$ cat src/rtl/clock_set_ctrl_pkg.sv
// Shared types and constants for the time-setting controller.
package clock_ctrl_pkg;

    typedef enum logic [2:0] {
        RUN    = 3'd0,
        E_HT   = 3'd1,
        E_HU   = 3'd2,
        E_MT   = 3'd3,
        E_MU   = 3'd4,
        COMMIT = 3'd5
    } state_t;

    localparam int DIGIT_W = 4;

    // Upper limit of each editable digit; reaching it wraps to 0 on the next increment.
    localparam logic [3:0] HT_MAX    = 4'd2;
    localparam logic [3:0] HU_MAX    = 4'd9;
    localparam logic [3:0] HU_MAX_20 = 4'd3;
    localparam logic [3:0] MT_MAX    = 4'd5;
    localparam logic [3:0] MU_MAX    = 4'd9;

    // Bit positions of each digit inside the 24-bit {Ht,Hu,Mt,Mu,St,Su} word.
    localparam int HT_LSB  = 20;
    localparam int HU_LSB  = 16;
    localparam int MT_LSB  = 12;
    localparam int MU_LSB  = 8;
    localparam int SEC_LSB = 0;
    localparam int SEC_W   = 8;

    // Wrapping increment; a digit already at or above its limit (including
    // corrupt BCD) becomes 0.
    function automatic logic [3:0] inc_wrap(input logic [3:0] d, input logic [3:0] lim);
        return (d >= lim) ? 4'd0 : d + 4'd1;
    endfunction

endpackage

$ cat src/rtl/clock_set_ctrl_if.sv
// Button / counter-chain / display signals of the time-setting controller.
interface clock_set_ctrl_if;
    logic        tick_in;
    logic        btn_mode;
    logic        btn_inc;
    logic        btn_cancel;
    logic [23:0] cur_digits;
    logic        tick_out;
    logic        run_en;
    logic        set_pulse;
    logic [23:0] set_val;
    logic [2:0]  edit_sel;
    logic        blink;

    // Controller side.
    modport slave (
        input  tick_in, btn_mode, btn_inc, btn_cancel, cur_digits,
        output tick_out, run_en, set_pulse, set_val, edit_sel, blink
    );

    // Surrounding system side (buttons, counters, display).
    modport master (
        output tick_in, btn_mode, btn_inc, btn_cancel, cur_digits,
        input  tick_out, run_en, set_pulse, set_val, edit_sel, blink
    );
endinterface

$ cat src/rtl/clock_set_ctrl_rise_detect.sv
// One-cycle pulse on the rising edge of an already synchronous level.
module rise_detect (
    input  logic clk,
    input  logic reset,
    input  logic btn_i,
    output logic pulse_o
);
    logic btn_q;

    // History register; cleared by reset so the first sample after reset sees no prior press.
    always_ff @(posedge clk) begin
        if (reset) btn_q <= 1'b0;
        else       btn_q <= btn_i;
    end

    assign pulse_o = btn_i & ~btn_q;
endmodule

$ cat src/rtl/clock_set_ctrl.sv
// Time-setting controller: freezes the HH:MM:SS chain while the user edits
// hours and minutes, then loads the edited value with a one-cycle strobe.
module clock_set_ctrl
    import clock_ctrl_pkg::*;
#(
    parameter int BLINK_DIV = 25_000_000
) (
    input  logic            clk,
    input  logic            reset,
    clock_set_ctrl_if.slave bus
);
    localparam int CNT_W = $clog2(BLINK_DIV);
    localparam logic [CNT_W-1:0] CNT_LAST = CNT_W'(BLINK_DIV - 1);

    state_t           state_q, state_d;
    logic [3:0]       ht_q, ht_d, hu_q, hu_d, mt_q, mt_d, mu_q, mu_d;
    logic [CNT_W-1:0] cnt_q, cnt_d;
    logic             blink_q, blink_d;

    logic mode_rise, inc_rise, cancel_rise;
    logic mode_act, inc_act, cancel_act;
    logic edit_next;
    logic unused_sec;

    rise_detect u_rd_mode   (.clk(clk), .reset(reset), .btn_i(bus.btn_mode),   .pulse_o(mode_rise));
    rise_detect u_rd_inc    (.clk(clk), .reset(reset), .btn_i(bus.btn_inc),    .pulse_o(inc_rise));
    rise_detect u_rd_cancel (.clk(clk), .reset(reset), .btn_i(bus.btn_cancel), .pulse_o(cancel_rise));

    // Live seconds are never captured; the load always zeroes them.
    assign unused_sec = ^bus.cur_digits[SEC_LSB +: SEC_W];

    // Same-cycle priority: cancel beats mode beats inc.
    assign cancel_act = cancel_rise;
    assign mode_act   = mode_rise & ~cancel_rise;
    assign inc_act    = inc_rise & ~cancel_rise & ~mode_rise;

    // State, shadow digits and blink phase registers.
    always_ff @(posedge clk) begin
        if (reset) begin
            state_q <= RUN;
            ht_q    <= '0;
            hu_q    <= '0;
            mt_q    <= '0;
            mu_q    <= '0;
            cnt_q   <= '0;
            blink_q <= 1'b0;
        end else begin
            state_q <= state_d;
            ht_q    <= ht_d;
            hu_q    <= hu_d;
            mt_q    <= mt_d;
            mu_q    <= mu_d;
            cnt_q   <= cnt_d;
            blink_q <= blink_d;
        end
    end

    // Edit sequencing and shadow-digit updates.
    always_comb begin
        state_d = state_q;
        ht_d    = ht_q;
        hu_d    = hu_q;
        mt_d    = mt_q;
        mu_d    = mu_q;
        case (state_q)
            RUN: begin
                if (mode_act) begin
                    ht_d    = bus.cur_digits[HT_LSB +: DIGIT_W];
                    hu_d    = bus.cur_digits[HU_LSB +: DIGIT_W];
                    mt_d    = bus.cur_digits[MT_LSB +: DIGIT_W];
                    mu_d    = bus.cur_digits[MU_LSB +: DIGIT_W];
                    state_d = E_HT;
                end
            end
            E_HT: begin
                if (cancel_act) begin
                    state_d = RUN;
                end else if (mode_act) begin
                    state_d = E_HU;
                    // Hours 24..29 are illegal once the tens digit is 2.
                    if (ht_q == HT_MAX && hu_q > HU_MAX_20) hu_d = HU_MAX_20;
                end else if (inc_act) begin
                    ht_d = inc_wrap(ht_q, HT_MAX);
                end
            end
            E_HU: begin
                if (cancel_act)    state_d = RUN;
                else if (mode_act) state_d = E_MT;
                else if (inc_act)  hu_d = inc_wrap(hu_q, (ht_q < HT_MAX) ? HU_MAX : HU_MAX_20);
            end
            E_MT: begin
                if (cancel_act)    state_d = RUN;
                else if (mode_act) state_d = E_MU;
                else if (inc_act)  mt_d = inc_wrap(mt_q, MT_MAX);
            end
            E_MU: begin
                if (cancel_act)    state_d = RUN;
                else if (mode_act) state_d = COMMIT;
                else if (inc_act)  mu_d = inc_wrap(mu_q, MU_MAX);
            end
            COMMIT:  state_d = RUN;
            default: state_d = RUN;
        endcase
    end

    // Blink phase: restarts on every press so the edited digit shows at once.
    always_comb begin
        cnt_d     = cnt_q;
        blink_d   = blink_q;
        edit_next = (state_d == E_HT) || (state_d == E_HU) ||
                    (state_d == E_MT) || (state_d == E_MU);
        if (!edit_next || mode_act || inc_act) begin
            cnt_d   = '0;
            blink_d = 1'b0;
        end else if (cnt_q == CNT_LAST) begin
            cnt_d   = '0;
            blink_d = ~blink_q;
        end else begin
            cnt_d   = cnt_q + 1'b1;
        end
    end

    // Outputs decoded from the current state and shadow digits.
    always_comb begin
        bus.set_val                        = '0;
        bus.set_val[HT_LSB +: DIGIT_W]     = ht_q;
        bus.set_val[HU_LSB +: DIGIT_W]     = hu_q;
        bus.set_val[MT_LSB +: DIGIT_W]     = mt_q;
        bus.set_val[MU_LSB +: DIGIT_W]     = mu_q;
        bus.edit_sel                       = 3'd0;
        case (state_q)
            E_HT:    bus.edit_sel = 3'd1;
            E_HU:    bus.edit_sel = 3'd2;
            E_MT:    bus.edit_sel = 3'd3;
            E_MU:    bus.edit_sel = 3'd4;
            default: bus.edit_sel = 3'd0;
        endcase
    end

    assign bus.run_en    = (state_q == RUN);
    assign bus.set_pulse = (state_q == COMMIT);
    assign bus.tick_out  = bus.tick_in & (state_q == RUN);
    assign bus.blink     = blink_q;

endmodule

$ cat src/flat_wrapper.sv
// flat-port wrapper written by rule: the top's interface ports become plain ports
module clock_set_ctrl_flat import clock_ctrl_pkg::*;
#(
    parameter int BLINK_DIV = 25_000_000
)
  (clk, reset, bus_tick_in, bus_btn_mode, bus_btn_inc, bus_btn_cancel, bus_cur_digits, bus_tick_out, bus_run_en, bus_set_pulse, bus_set_val, bus_edit_sel, bus_blink);
  clock_set_ctrl_if bus_i ();
  input  logic clk;
  input  logic reset;
  input wire logic [$bits(bus_i.tick_in)-1:0] bus_tick_in;
  input wire logic [$bits(bus_i.btn_mode)-1:0] bus_btn_mode;
  input wire logic [$bits(bus_i.btn_inc)-1:0] bus_btn_inc;
  input wire logic [$bits(bus_i.btn_cancel)-1:0] bus_btn_cancel;
  input wire logic [$bits(bus_i.cur_digits)-1:0] bus_cur_digits;
  output wire logic [$bits(bus_i.tick_out)-1:0] bus_tick_out;
  output wire logic [$bits(bus_i.run_en)-1:0] bus_run_en;
  output wire logic [$bits(bus_i.set_pulse)-1:0] bus_set_pulse;
  output wire logic [$bits(bus_i.set_val)-1:0] bus_set_val;
  output wire logic [$bits(bus_i.edit_sel)-1:0] bus_edit_sel;
  output wire logic [$bits(bus_i.blink)-1:0] bus_blink;
  assign bus_i.tick_in = bus_tick_in;
  assign bus_i.btn_mode = bus_btn_mode;
  assign bus_i.btn_inc = bus_btn_inc;
  assign bus_i.btn_cancel = bus_btn_cancel;
  assign bus_i.cur_digits = bus_cur_digits;
  assign bus_tick_out = bus_i.tick_out;
  assign bus_run_en = bus_i.run_en;
  assign bus_set_pulse = bus_i.set_pulse;
  assign bus_set_val = bus_i.set_val;
  assign bus_edit_sel = bus_i.edit_sel;
  assign bus_blink = bus_i.blink;
  clock_set_ctrl #(.BLINK_DIV(BLINK_DIV)) u_core (.clk(clk), .reset(reset), .bus(bus_i));
endmodule
$ cat config.mk
export PLATFORM = sky130hd
export DESIGN_NAME = clock_set_ctrl_flat
export DESIGN_NICKNAME = d
export VERILOG_FILES = /design/src/rtl/clock_set_ctrl_pkg.sv /design/src/rtl/clock_set_ctrl_if.sv /design/src/rtl/clock_set_ctrl_rise_detect.sv /design/src/rtl/clock_set_ctrl.sv /design/src/flat_wrapper.sv
export SDC_FILE = /design/constraint.sdc
export NUM_CORES = 1
export LEC_CHECK = 0
export ABC_CLOCK_PERIOD_IN_PS = 1800
export BUFFER_PORTS_ARGS = -buffer_cell sky130_fd_sc_hd__buf_2
export CAP_MARGIN = 15
export CORE_MARGIN = 3
export CORE_UTILIZATION = 31
export DETAILED_ROUTE_END_ITERATION = 6
export PLACE_DENSITY = 0.59
export SYNTH_ARGS = -nofsm -noshare
export SYNTH_HDL_FRONTEND = slang
export SYNTH_SLANG_ARGS = --single-unit
$ cat constraint.sdc
create_clock -name clk -period 1.8 [get_ports clk]
set_input_delay 0.18 -clock clk [delete_from_list [all_inputs] [get_ports clk]]
set_output_delay 0.18 -clock clk [all_outputs]
set_load 0.01 [all_outputs]
# ---- After elaboration in Yosys (flattened, before gate mapping)
# Index checks and enable logic that the tools add are counted.
dict set report totals {
  ff_bits 48
  input_bits 30
  elab_cells 117
}
dict set report classes {
  add_sub_neg 5
  magnitude_cmp 6
  n_eq_ne 26
  muxes 39
  bitwise_logic 13
  reduce_logical 18
}
# cell count
set op_table {}
lappend op_table {{2-to-1 mux 4 bit} 24}
lappend op_table {{2-to-1 mux 3 bit} 9}
lappend op_table {{adder 25 x 1 -> 25 bit (second input constant)} 1}
lappend op_table {{== test 25 bit (second input constant)} 1}
lappend op_table {{one-hot mux 4 bit (2 select lines)} 3}
lappend op_table {{adder 4 x 1 -> 4 bit (second input constant)} 4}
lappend op_table {{inequality test 2 bit (second input constant)} 8}
lappend op_table {{one-hot mux 3 bit (5 select lines)} 1}
lappend op_table {{AND reduction 5 bit} 3}
lappend op_table {{inequality test 2 x 1 -> 1 bit (second input constant)} 7}
lappend op_table {{== test 3 x 2 -> 1 bit (second input constant)} 4}
lappend op_table {{one-hot mux 3 bit (4 select lines)} 1}
lappend op_table {{one-hot mux 4 bit (3 select lines)} 1}
lappend op_table {{== test 3 bit (second input constant)} 3}
lappend op_table {{AND reduction 8 bit} 1}
lappend op_table {{bitwise AND 1 bit} 7}
lappend op_table {{== test 3 x 1 -> 1 bit (second input constant)} 2}
lappend op_table {{NOT 1 bit} 6}
lappend op_table {{nonzero test 2 bit} 3}
lappend op_table {{logical OR 1 bit} 5}
lappend op_table {{== test 4 x 2 -> 1 bit (second input constant)} 1}
lappend op_table {{>= comparator 4 x 2 -> 1 bit (second input constant)} 1}
lappend op_table {{>= comparator 4 x 3 -> 1 bit (second input constant)} 1}
lappend op_table {{>= comparator 4 bit} 1}
lappend op_table {{9 further kinds} 9}

# ---- Logic depth before layout (Yosys ltp)
# Gate-level depths: netlist of run 1.
dict set report logic_depth {
  depth_word 15
  depth_mapped 9
}

# ---- Cells and area by module
# A second synthesis of run 1 with hierarchy kept.
dict set report hier_totals {
  cells_unflattened 315
  area_unflattened_um2 2696.3
}
# mod instances cells_each area_each_um2 seq_area_each_um2
set modules_own_cells {}
lappend modules_own_cells {clock_set_ctrl 1 306 2553.7 900.9}
lappend modules_own_cells {rise_detect 3 3 47.5 20.0}

# ---- Least setup slack after synthesis of run 1
# Ideal clock, no wire load.
dict set report synth_timing {
  path_kind {flip-flop to flip-flop}
  from {register u_core.ht_q[3]}
  to {register u_core.hu_q[2]}
  setup_ns 0.086
  t_arrival_ns 1.856
  required_time_ns 1.714
  slack_ns -0.142
  path_stages_with_launch 9
  path_cell_list {dfxtp_1 -> or3_1 -> inv_1 -> ha_1 -> a211oi_1 -> o21ai_0 -> o31ai_1 -> a21oi_1 -> a211oi_1}
}
dict set report synth_via {
  elab_chain_cells 8
  elab_cells_between_ends 12
  classes_between {2 x order compare; 2 x eq/ne; 6 x mux; 2 x reduce/logical}
}
# element line
set synth_lines {}
lappend synth_lines {{from (decl)} clock_set_ctrl.sv:16} ;# logic [3:0] ht_q, ht_d, hu_q, hu_d, mt_q, mt_d, mu_q, mu_d;
lappend synth_lines {{from (signal assigned)} clock_set_ctrl.sv:49} ;# ht_q <= ht_d;
lappend synth_lines {{less-than comparator 4 x 2 -> 1 bit} clock_set_ctrl.sv:89} ;# else if (inc_act) hu_d = inc_wrap(hu_q, (ht_q < HT_MAX) ? HU_MAX : HU_MAX_20);
lappend synth_lines {{2-to-1 mux 4 bit} clock_set_ctrl.sv:89}
lappend synth_lines {{>= comparator 4 bit} clock_set_ctrl_pkg.sv:33} ;# return (d >= lim) ? 4'd0 : d + 4'd1;
lappend synth_lines {{2-to-1 mux 4 bit} clock_set_ctrl_pkg.sv:33}
lappend synth_lines {{2-to-1 mux 4 bit} clock_set_ctrl.sv:89}
lappend synth_lines {{2-to-1 mux 4 bit} clock_set_ctrl.sv:88} ;# else if (mode_act) state_d = E_MT;
lappend synth_lines {{2-to-1 mux 4 bit} clock_set_ctrl.sv:87} ;# if (cancel_act) state_d = RUN;
lappend synth_lines {{one-hot mux 4 bit (3 select lines)} clock_set_ctrl.sv:65} ;# case (state_q)
lappend synth_lines {{to (signal assigned)} clock_set_ctrl.sv:50} ;# hu_q <= hu_d;
lappend synth_lines {{to (decl)} clock_set_ctrl.sv:16}
# Several ways; a longest one is shown, not always the timed one. The select of a mux whose other input is x is not followed.
# A chain may end at the register's enable or synchronous reset.

# ---- Worst setup path in the final report of run 1
# Ends and elaborated chain as after synthesis.

==> results of run 1 <==
[flip-flops by register name, summed over array words and instances, names as in the netlist]
signal	cells
u_core.mu_q	4
u_core.bus.blink	1
u_core.mt_q	4
u_core.u_rd_cancel.btn_q	1
u_core.u_rd_mode.btn_q	1
u_core.u_rd_inc.btn_q	1
u_core.ht_q	4
u_core.cnt_q	25
u_core.hu_q	4
u_core.state_q	3
[worst register-to-register path, cell delays in order (launching register included)]
cell and delay [ps]:
dfxtp_2 320, or3_4 400, inv_2 80, ha_4 190, a211oi_2 200, o21ai_1 110, o31ai_1 200, a21oi_1 100
a211oi_1 190
[placed cells by master, fill, tap and decap left out, types with 9 or more instances in the layout]
| master | instances |
|---|---|
| buf_4 | 45 |
| buf_2 | 44 |
| dfxtp_1 | 42 |
| nor2_1 | 34 |
| nand2_1 | 18 |
| nand3_1 | 18 |
| xor2_1 | 18 |
| nor2b_1 | 11 |
| a211oi_1 | 10 |
| ha_1 | 10 |
| inv_1 | 9 |
| a21oi_1 | 9 |
| xnor2_1 | 9 |
[power by group through the flow]
| stage | Sequential, mW | Combinational, mW | Clock [mW] |
|---|---|---|---|
| 2_1_floorplan | 1.16 | 0.226 | 0 |
| 3_3_place_gp | 1.15 | 0.365 | 0 |
| 3_5_place_dp | 1.15 | 0.374 | 0 |
| 4_1_cts | 1.12 | 0.386 | 0.713 |
| 5_1_grt | 1.13 | 0.436 | 0.749 |
| 6_report | 1.12 | 0.394 | 0.682 |
[final cells by class]
class	instances	area (µm²)	share of cell area
Clock buffer	7	96.3	0.0272
Inverter	11	46.3	0.0131
Multi-Input combinational cell	240	1710	0.482
Sequential cell	48	971	0.274
Tap cell	105	131	0.0371
Timing Repair Buffer	91	589	0.166
[stage by stage]
| step | hold slack (ps) | TNS, ps | util | setup WS, ps |
|---|---|---|---|---|
| after global routing | 139 | -341 | 0.418 | -175 |
| final | 108 | -62.0 | 0.418 | -62.0 |
| after CTS | 101 | -52.0 | 0.412 | -52.0 |
| after detailed placement | 412 | -137 | 0.396 | -69.2 |
| after floorplan | 252 | 0 | - | 1.12 |
| after global placement | 406 | -46.7 | 0.396 | -46.7 |
[layer usage]
metal,up-vias,wire [µm]
li1,1250,-
met1,1159,3060
met2,51,2940
met3,2,248
met4,0,47
met5,-,0
[worst max path at each step]
stage          depth (start not counted)  slack [ps]             end
6_report                               8         -60  u_core.hu_q[2]
5_1_grt                                8        -170  u_core.hu_q[2]
4_1_cts                                8         -50  u_core.hu_q[2]
3_5_place_dp                           8         -70  u_core.hu_q[2]
2_1_floorplan                          8           1  u_core.hu_q[2]
3_3_place_gp                           8         -50  u_core.hu_q[2]
[timing repair]
item / CTS / global route
pin swaps: 1 / 7
resized for setup: 6 / 11
endpoints found under the setup margin: 8 / 35
buffers inserted: 1 / 2
[cells by family after synthesis]
| group | count (synthesis) |
|---|---|
| compound gates | 49 |
| xor+xnor | 27 |
| fa+ha+maj | 12 |
| buf+inv | 33 |
| flops | 48 |
| mux | 3 |
| other cells | 1 |
| simple gates | 141 |
==> results.json, run 1 <==
{
  "clock-sinks": 48,
  "cts-root-buf": "clkbuf_8",
  "grt_overflow": 0,
  "ios": 61,
  "coreArea_um2": 8460,
  "synth_fa_ha_area_frac": 0.0540,
  "ir_worst_vdd_mv": 0.329,
  "rows": 33,
  "drt-initial-drc-count": 67,
  "clk_transition_reported_paths_ps": 80,
  "yosys_warnings": 0,
  "routed-via-count": 2462,
  "crit_buf_inv": 1,
  "grt_pass1_vias": 2316,
  "r2r_setup_slack_ps": -60,
  "dieHeight_um": 101,
  "setup_violations": 1,
  "num-fill-cells": 859,
  "cp-startpoint": "u_core.ht_q[3]",
  "h-tree-depth": 2,
  "synth_top_family_by_area": "simple AND/OR/NAND/NOR gates",
  "wirelength_mm": 6.29,
  "grt_use_met3": 0.0173,
  "grt_usage": 0.126,
  "synth_compound_area_frac": 0.143,
  "clkPwrFrac": 0.310,
  "cts_tree": "built",
  "clock_latency_ps": 290,
  "areaGrowthSynthToFinish_pct": 27.4,
  "r2r-end": "u_core.hu_q[2]",
  "powerDensity_nw_per_um2": 621,
  "synth.top_cell.area_share": 0.346,
  "combPwrFrac": 0.179,
  "synth.most_common_cell": "dfxtp_1",
  "synth-xor-area-share": 0.0851,
  "synth-seq-cells": 48,
  "setup_ws_ps": -62.0,
  "sw_frac_of_total": 0.259,
  "violations": "negative setup slack",
  "final_hold_viol_count": 0,
  "routed_via_density": 4.90,
  "ff2ff_path_depth": 8,
  "final_area_um2": 3540,
  "synth_area_per_cell_um2": 8.85,
  "use_met1": 0.175,
  "antenna_found_initial": 0,
  "cap_violations": 0,
  "place_area_um2": 3350,
  "final_antenna_net_count": 0,
  "cts_hold_buf": 0,
  "die_w_um": 101,
  "layout.nets": 439,
  "pwr-share-seq": 0.511,
  "post_drt_wl_per_cell_um": 12.5,
  "crit_type": "reg -> reg",
  "synth.cell_area_um2": 2780,
  "r2r_start": "u_core.ht_q[3]",
  "synth_edf_count": 0,
  "dp.cells": 492,
  "startpoint_type": "flop",
  "antenna_cells": 0,
  "met2_usage": 0.205,
  "synthFlopType": "dfxtp_1",
  "min_path_cells": 2,
  "critPathArrivalTime_ps": 2070,
  "synth-simple-area-share": 0.285,
  "hold_end": "u_core.u_rd_inc.btn_q",
  "cellInternalPower_mw": 1.63,
  "drive_above_1_share": 0.355,
  "fin_crit_ps": 1860,
  "synth.area.mux_share": 0.0108,
  "globalplace.congestion": 0.840,
  "synth_area_leader_cell": "dfxtp_1",
  "cp-end-kind": "flop",
  "grt_max_degree": 26,
  "cp.required_ps": 2010,
  "status": "complete, but fails checks",
  "die-area_um2": 10100,
  "clk_path_buf_depth": 2,
  "synth.yosys.seq_area_share": 0.346,
  "report.final.slew_viol_count": 0,
  "place_hpwl_mm": 4.81,
  "drc_errors": 0,
  "synthTopCellsByCount": "dfxtp_1 (48), nor2_1 (34), nand2_1 (18), nand3_1 (18), xor2_1 (18)",
  "period_share": 1.03,
  "max_freq_mhz": 537,
  "switchingPower_mw": 0.571,
  "total_power_mw": 2.20,
  "hp-start": "bus_btn_inc",
  "synth_area_leaders": "dfxtp_1 (35%), xor2_1 (5.7%), ha_1 (5.4%)",
  "grt_setup_unrepaired": "true",
  "critPathTopFamily": "compound AO/OA/AOI/OAI gates",
  "fin_cells": 502,
  "start_util": 0.328,
  "grt_pass1_wl_mm": 10.6,
  "finClkSkew_ps": 3.74,
  "synth_cells": 314,
  "numPortBuffers": 44,
  "drt_first_pass_iters": 4,
  "cp_cell_sequence": "or3_4 > inv_2 > ha_4 > a211oi_2 > o21ai_1 > o31ai_1 > a21oi_1 > a211oi_1",
  "hp-class": "in -> reg",
  "synth.distinct_cells": 58,
  "p_leak_nw": 1.47,
  "gr-max-usage-layer": "met2",
  "synthArstFlopShare": 0,
  "critical_path.max_stage_delay_ps": 400,
  "cts_buffers": 5,
  "critPathSlowestCell": "or3_4",
  "cp_max_fo": 3
}
No activity file was read; power rests on OpenSTA's default activity.
==> inputs of run 2 (changes only) <==
GPL_TIMING_DRIVEN = 0   (was unset)
==> run 2 against run 1 <==
The flow still finishes with violations (negative setup slack). Sequential share of layout area grew 0.10 points. Critical path depth is the same. Worst setup slack lost 21 ps. Wire length grew 1.9%. Power grew 1.0%. Flip-flop and latch count is the same. Design area grew 2.3%. First-iteration DRC count grew 10%. Sequential power is essentially flat. Critical endpoint unchanged. Largest cell class unchanged. Highest routed layer unchanged.
==> results.json, run 2 (synthesis gave the netlist of run 1 again) <==
{
  "grt_pass1_vias": 2197,
  "place_area_um2": 3170,
  "sw_frac_of_total": 0.278,
  "r2r_setup_slack_ps": -80,
  "post_drt_wl_per_cell_um": 13.0,
  "final_antenna_net_count": 0,
  "p_leak_nw": 1.49,
  "startpoint_type": "flop",
  "drt-initial-drc-count": 74,
  "globalplace.congestion": 0.874,
  "finClkSkew_ps": 9.65,
  "grt_usage": 0.125,
  "cp-end-kind": "flop",
  "antenna_cells": 0,
  "grt_pass1_wl_mm": 10.3,
  "slew_headroom": 0.641,
  "start_util": 0.328,
  "hp-class": "in -> reg",
  "clock_latency_ps": 310,
  "cellInternalPower_mw": 1.60,
  "die_w_um": 101,
  "critPathArrivalTime_ps": 2110,
  "cp.required_ps": 2030,
  "regMostFlops": "u_core.cnt_q",
  "final_cell_mix": "buf_2 (48), nor2_1 (34), dfxtp_1 (29)",
  "final_area_um2": 3620,
  "ios": 61,
  "cp_max_fo": 3,
  "clk_transition_reported_paths_ps": 90,
  "cts_tree": "built",
  "cap_violations": 0,
  "areaGrowthSynthToFinish_pct": 30.4,
  "numPortBuffers": 44,
  "grt_max_degree": 16,
  "period_share": 1.05,
  "antenna_found_initial": 0,
  "setup_violations": 1,
  "drt_first_pass_iters": 4,
  "final_hold_viol_count": 0,
  "h-tree-depth": 2,
  "grt_setup_unrepaired": "true",
  "clock-sinks": 48,
  "layout_commonest_cell": "buf_2",
  "coreArea_um2": 8460,
  "routed_via_density": 4.90,
  "total_power_mw": 2.22,
  "pwr-share-seq": 0.512,
  "worstMarginPinSlew_ps": 539,
  "crit_type": "reg -> reg",
  "ir_worst_vdd_mv": 0.289,
  "clk_path_buf_depth": 2,
  "drive_above_1_share": 0.405,
  "combPwrFrac": 0.180,
  "max_freq_mhz": 531,
  "clkPwrFrac": 0.308,
  "status": "complete, but fails checks",
  "fin_crit_ps": 1880,
  "switchingPower_mw": 0.618,
  "die-area_um2": 10100,
  "violations": "negative setup slack",
  "grt_overflow": 0,
  "drc_errors": 0,
  "dieHeight_um": 101,
  "cts_buffers": 5,
  "rows": 33,
  "setup_ws_ps": -82.8,
  "routed-via-count": 2414,
  "cts-root-buf": "clkbuf_8",
  "cts_hold_buf": 0,
  "wirelength_mm": 6.41,
  "layout.nets": 429,
  "place_hpwl_mm": 4.53,
  "report.final.slew_viol_count": 0,
  "powerDensity_nw_per_um2": 613,
  "largest_reg_flops": 25
}
run 2: cell type report:
cell class	count	area, µm²
tap	105	131
sequential	48	997
timing repair buffer	60	362
clock inverter	2	13.8
clock buffer	6	82.6
multi-input combinational	240	1820
fill	840	4840
inverter	11	46.3
buffer	21	169
run 2: path summary, 6_finish.rpt:
kind	startpoint	to	cells past startpoint
max	u_core.ht_q[3]	u_core.hu_q[2]	8
min	bus_btn_inc	u_core.u_rd_inc.btn_q	2
max reg2reg	u_core.ht_q[3]	u_core.hu_q[2]	8
min reg2reg	u_core.cnt_q[0]	u_core.cnt_q[0]	1
run 2: critical path, cell delays in order (launching register included):
cell	delay [ps]
dfxtp_2	340
or3_4	410
inv_2	80
ha_4	200
a211oi_4	220
o21ai_2	100
o31ai_2	170
a21oi_1	100
a211oi_1	190
run 2: layer usage:
metal / part of all wire / wire [µm] / vias up / track usage
li1: - / - / 1230 / -
met1: 0.49 / 3110 / 1129 / 0.172
met2: 0.46 / 2930 / 47 / 0.196
met3: 0.041 / 266 / 8 / 0.0187
met4: 0.016 / 104 / 0 / 0.0497
met5: 0 / 0 / - / 0
run 2: timing repair:
action	4_1_cts	5_1_grt
pin swaps	5	17
gates resized for setup	16	47
cloned	0	1
hold endpoints to repair	0	0
buffers inserted	6	9
setup endpoints to repair	34	37
run 2: power by group through the flow:
stage	Clock [mW]	Combinational, mW	Sequential, mW
floorplan	0	0.226	1.16
global placement	0	0.332	1.16
detailed placement	0	0.338	1.16
CTS	0.723	0.363	1.14
global route	0.762	0.442	1.14
finish	0.684	0.400	1.14
run 2: metrics by stage:
step / instances / utilization / hold slack [ps] / setup TNS [ps] / setup slack (ps)
2_1_floorplan: 321 / - / 252 / 0 / 1.12
3_3_place_gp: 470 / 0.375 / 409 / -6610 / -294
3_5_place_dp: 470 / 0.375 / 412 / -6250 / -278
4_1_cts: 484 / 0.399 / 81.3 / -105 / -105
5_1_grt: 493 / 0.428 / 108 / -473 / -174
6_report: 493 / 0.428 / 95.0 / -82.8 / -82.8
==> inputs of run 3 (changes only) <==
CORE_UTILIZATION = 49   (was 31)
PLACE_DENSITY = 0.83   (was 0.59)
==> run 3 against run 2 <==
The run still ends with negative setup slack left. Sequential power about the same. Non-clock buffer count up 7. Hold slack better by 19 ps. Die area down 35%. Combinational power about the same. Flip-flop and latch count unchanged. Clock-buffer cell count unchanged. Cell count down 5.7%. Wire length up 6.7%. Via count up 4.3%.
==> results.json, run 3 (synthesis gave the netlist of run 1 again) <==
{
  "status": "complete, but fails checks",
  "violations": "negative setup slack",
  "wl_met1_mm": 2.91,
  "report.final.slew_viol_count": 0,
  "crit_type": "reg -> reg",
  "grt_max_degree": 15,
  "sw_frac_of_total": 0.261,
  "drt-initial-drc-count": 110,
  "h-tree-depth": 2,
  "drt_first_pass_iters": 4,
  "finClkSkew_ps": 6.98,
  "antenna_cells": 0,
  "clk_path_buf_depth": 2,
  "grt_setup_unrepaired": "true",
  "largest_reg_flops": 25,
  "dp.cells": 435,
  "place_hpwl_mm": 4.40,
  "hp-class": "in -> reg",
  "final_cell_mix": "buf_2 (46), dfxtp_1 (36), nor2_1 (33)",
  "switchingPower_mw": 0.600,
  "slew_headroom": 0.606,
  "cp-end-kind": "flop",
  "clkPwrFrac": 0.332,
  "p_leak_nw": 1.52,
  "min_path_cells": 2,
  "period_share": 1.08,
  "clock-sinks": 48,
  "wirelength_mm": 6.84,
  "layout_commonest_cell": "buf_2",
  "routed-via-count": 2519,
  "final_antenna_net_count": 0,
  "regMostFlops": "u_core.cnt_q",
  "globalplace.congestion": 0.844,
  "cp_cell_sequence": "or3_4 > inv_2 > ha_4 > a211oi_4 > o21ai_2 > o31ai_1 > a21oi_1 > a211oi_2",
  "critPathArrivalTime_ps": 2160,
  "powerDensity_nw_per_um2": 636,
  "cts_buffers": 5,
  "fin_crit_ps": 1940,
  "die-area_um2": 6610,
  "ff2ff_path_depth": 8,
  "startpoint_type": "flop",
  "cellInternalPower_mw": 1.69,
  "die_w_um": 81.3,
  "rows": 26,
  "routed_via_density": 5.42,
  "worstMarginPinSlew_ps": 591,
  "cts-root-buf": "clkbuf_8",
  "pwr-share-seq": 0.495,
  "clock_latency_ps": 300,
  "start_util": 0.524,
  "cp_max_fo": 5,
  "grt_pass1_vias": 2356,
  "fin_cells": 465,
  "cts_tree": "built",
  "grt_overflow": 0,
  "dr_wl_met2_mm": 3.42,
  "fin_util": 0.681,
  "setup_ws_ps": -142,
  "cap_violations": 0,
  "critical_path.max_stage_delay_ps": 400,
  "clk_transition_reported_paths_ps": 90,
  "drc_errors": 0,
  "layout.nets": 436,
  "post_drt_wl_per_cell_um": 14.7,
  "areaGrowthSynthToFinish_pct": 29.8,
  "combPwrFrac": 0.173,
  "dr_wl_met3_um": 423,
  "cts_hold_buf": 0,
  "antenna_found_initial": 0,
  "critPathSlowestCell": "or3_4",
  "num-fill-cells": 421,
  "final_hold_viol_count": 0,
  "grt_usage": 0.196,
  "cp.required_ps": 2020,
  "max_freq_mhz": 515,
  "ir_worst_vdd_mv": 0.428,
  "grt_pass1_wl_mm": 10.4,
  "top_layer": "met4",
  "coreArea_um2": 5300,
  "total_power_mw": 2.29,
  "final_area_um2": 3610,
  "drive_above_1_share": 0.390,
  "setup_violations": 4,
  "dieHeight_um": 81.3,
  "numPortBuffers": 44,
  "place_area_um2": 3130,
  "ios": 61
}
-- run 3: final timing paths --
path	start	to	slack (ps)
max	u_core.ht_q[1]	u_core.hu_q[2]	-140
min	reset	u_core.u_rd_cancel.btn_q	110
max reg2reg	u_core.ht_q[1]	u_core.hu_q[2]	-140
min reg2reg	u_core.cnt_q[24]	u_core.cnt_q[24]	520
-- run 3: layout make-up --
type | instances | area (µm²) | share of cell area
multi-input combinational | 240 | 1780 | 0.494
timing repair buffer | 67 | 432 | 0.120
clock inverter | 2 | 35.0 | 0.00971
clock buffer | 6 | 72.6 | 0.0201
buffer | 21 | 171 | 0.0475
tap | 70 | 87.6 | 0.0243
sequential | 48 | 983 | 0.272
inverter | 11 | 46.3 | 0.0128
-- run 3: metrics by stage --
step           TNS (ps)  worst slack (ps)  hold WS [ps]
2_1_floorplan         0              1.12           252
3_3_place_gp      -4700              -221           412
3_5_place_dp      -4540              -206           408
4_1_cts            -307              -139          97.5
5_1_grt           -1090              -223           108
6_report           -322              -142           114
-- run 3: critical path, delay by kind of cell (launching register included) --
family          cells  cell delay, ps
compound gates      5             840
simple gates        1             400
flops               1             350
fa+ha+maj           1             190
buf+inv             1              80
-- run 3: timing repair --
action / CTS / global route
gates cloned: 0 / 2
buffers inserted: 2 / 19
pin swaps: 5 / 12
setup endpoints to repair: 31 / 42
endpoints found under the hold margin: 0 / 0
gates resized for setup: 7 / 43
-- run 3: power by group through the flow --
stage / Clock [mW] / Combinational, mW / Sequential [mW]
2_1_floorplan: 0 / 0.226 / 1.16
3_3_place_gp: 0 / 0.324 / 1.16
3_5_place_dp: 0 / 0.338 / 1.16
4_1_cts: 0.777 / 0.349 / 1.14
5_1_grt: 0.817 / 0.434 / 1.14
6_report: 0.761 / 0.397 / 1.14
-- run 3: per-layer routing --
layer	global-route usage	vias to the layer above
li1	-	1246
met4	0.0591	0
met1	0.254	1184
met2	0.327	79
met3	0.0388	10
met5	0	-
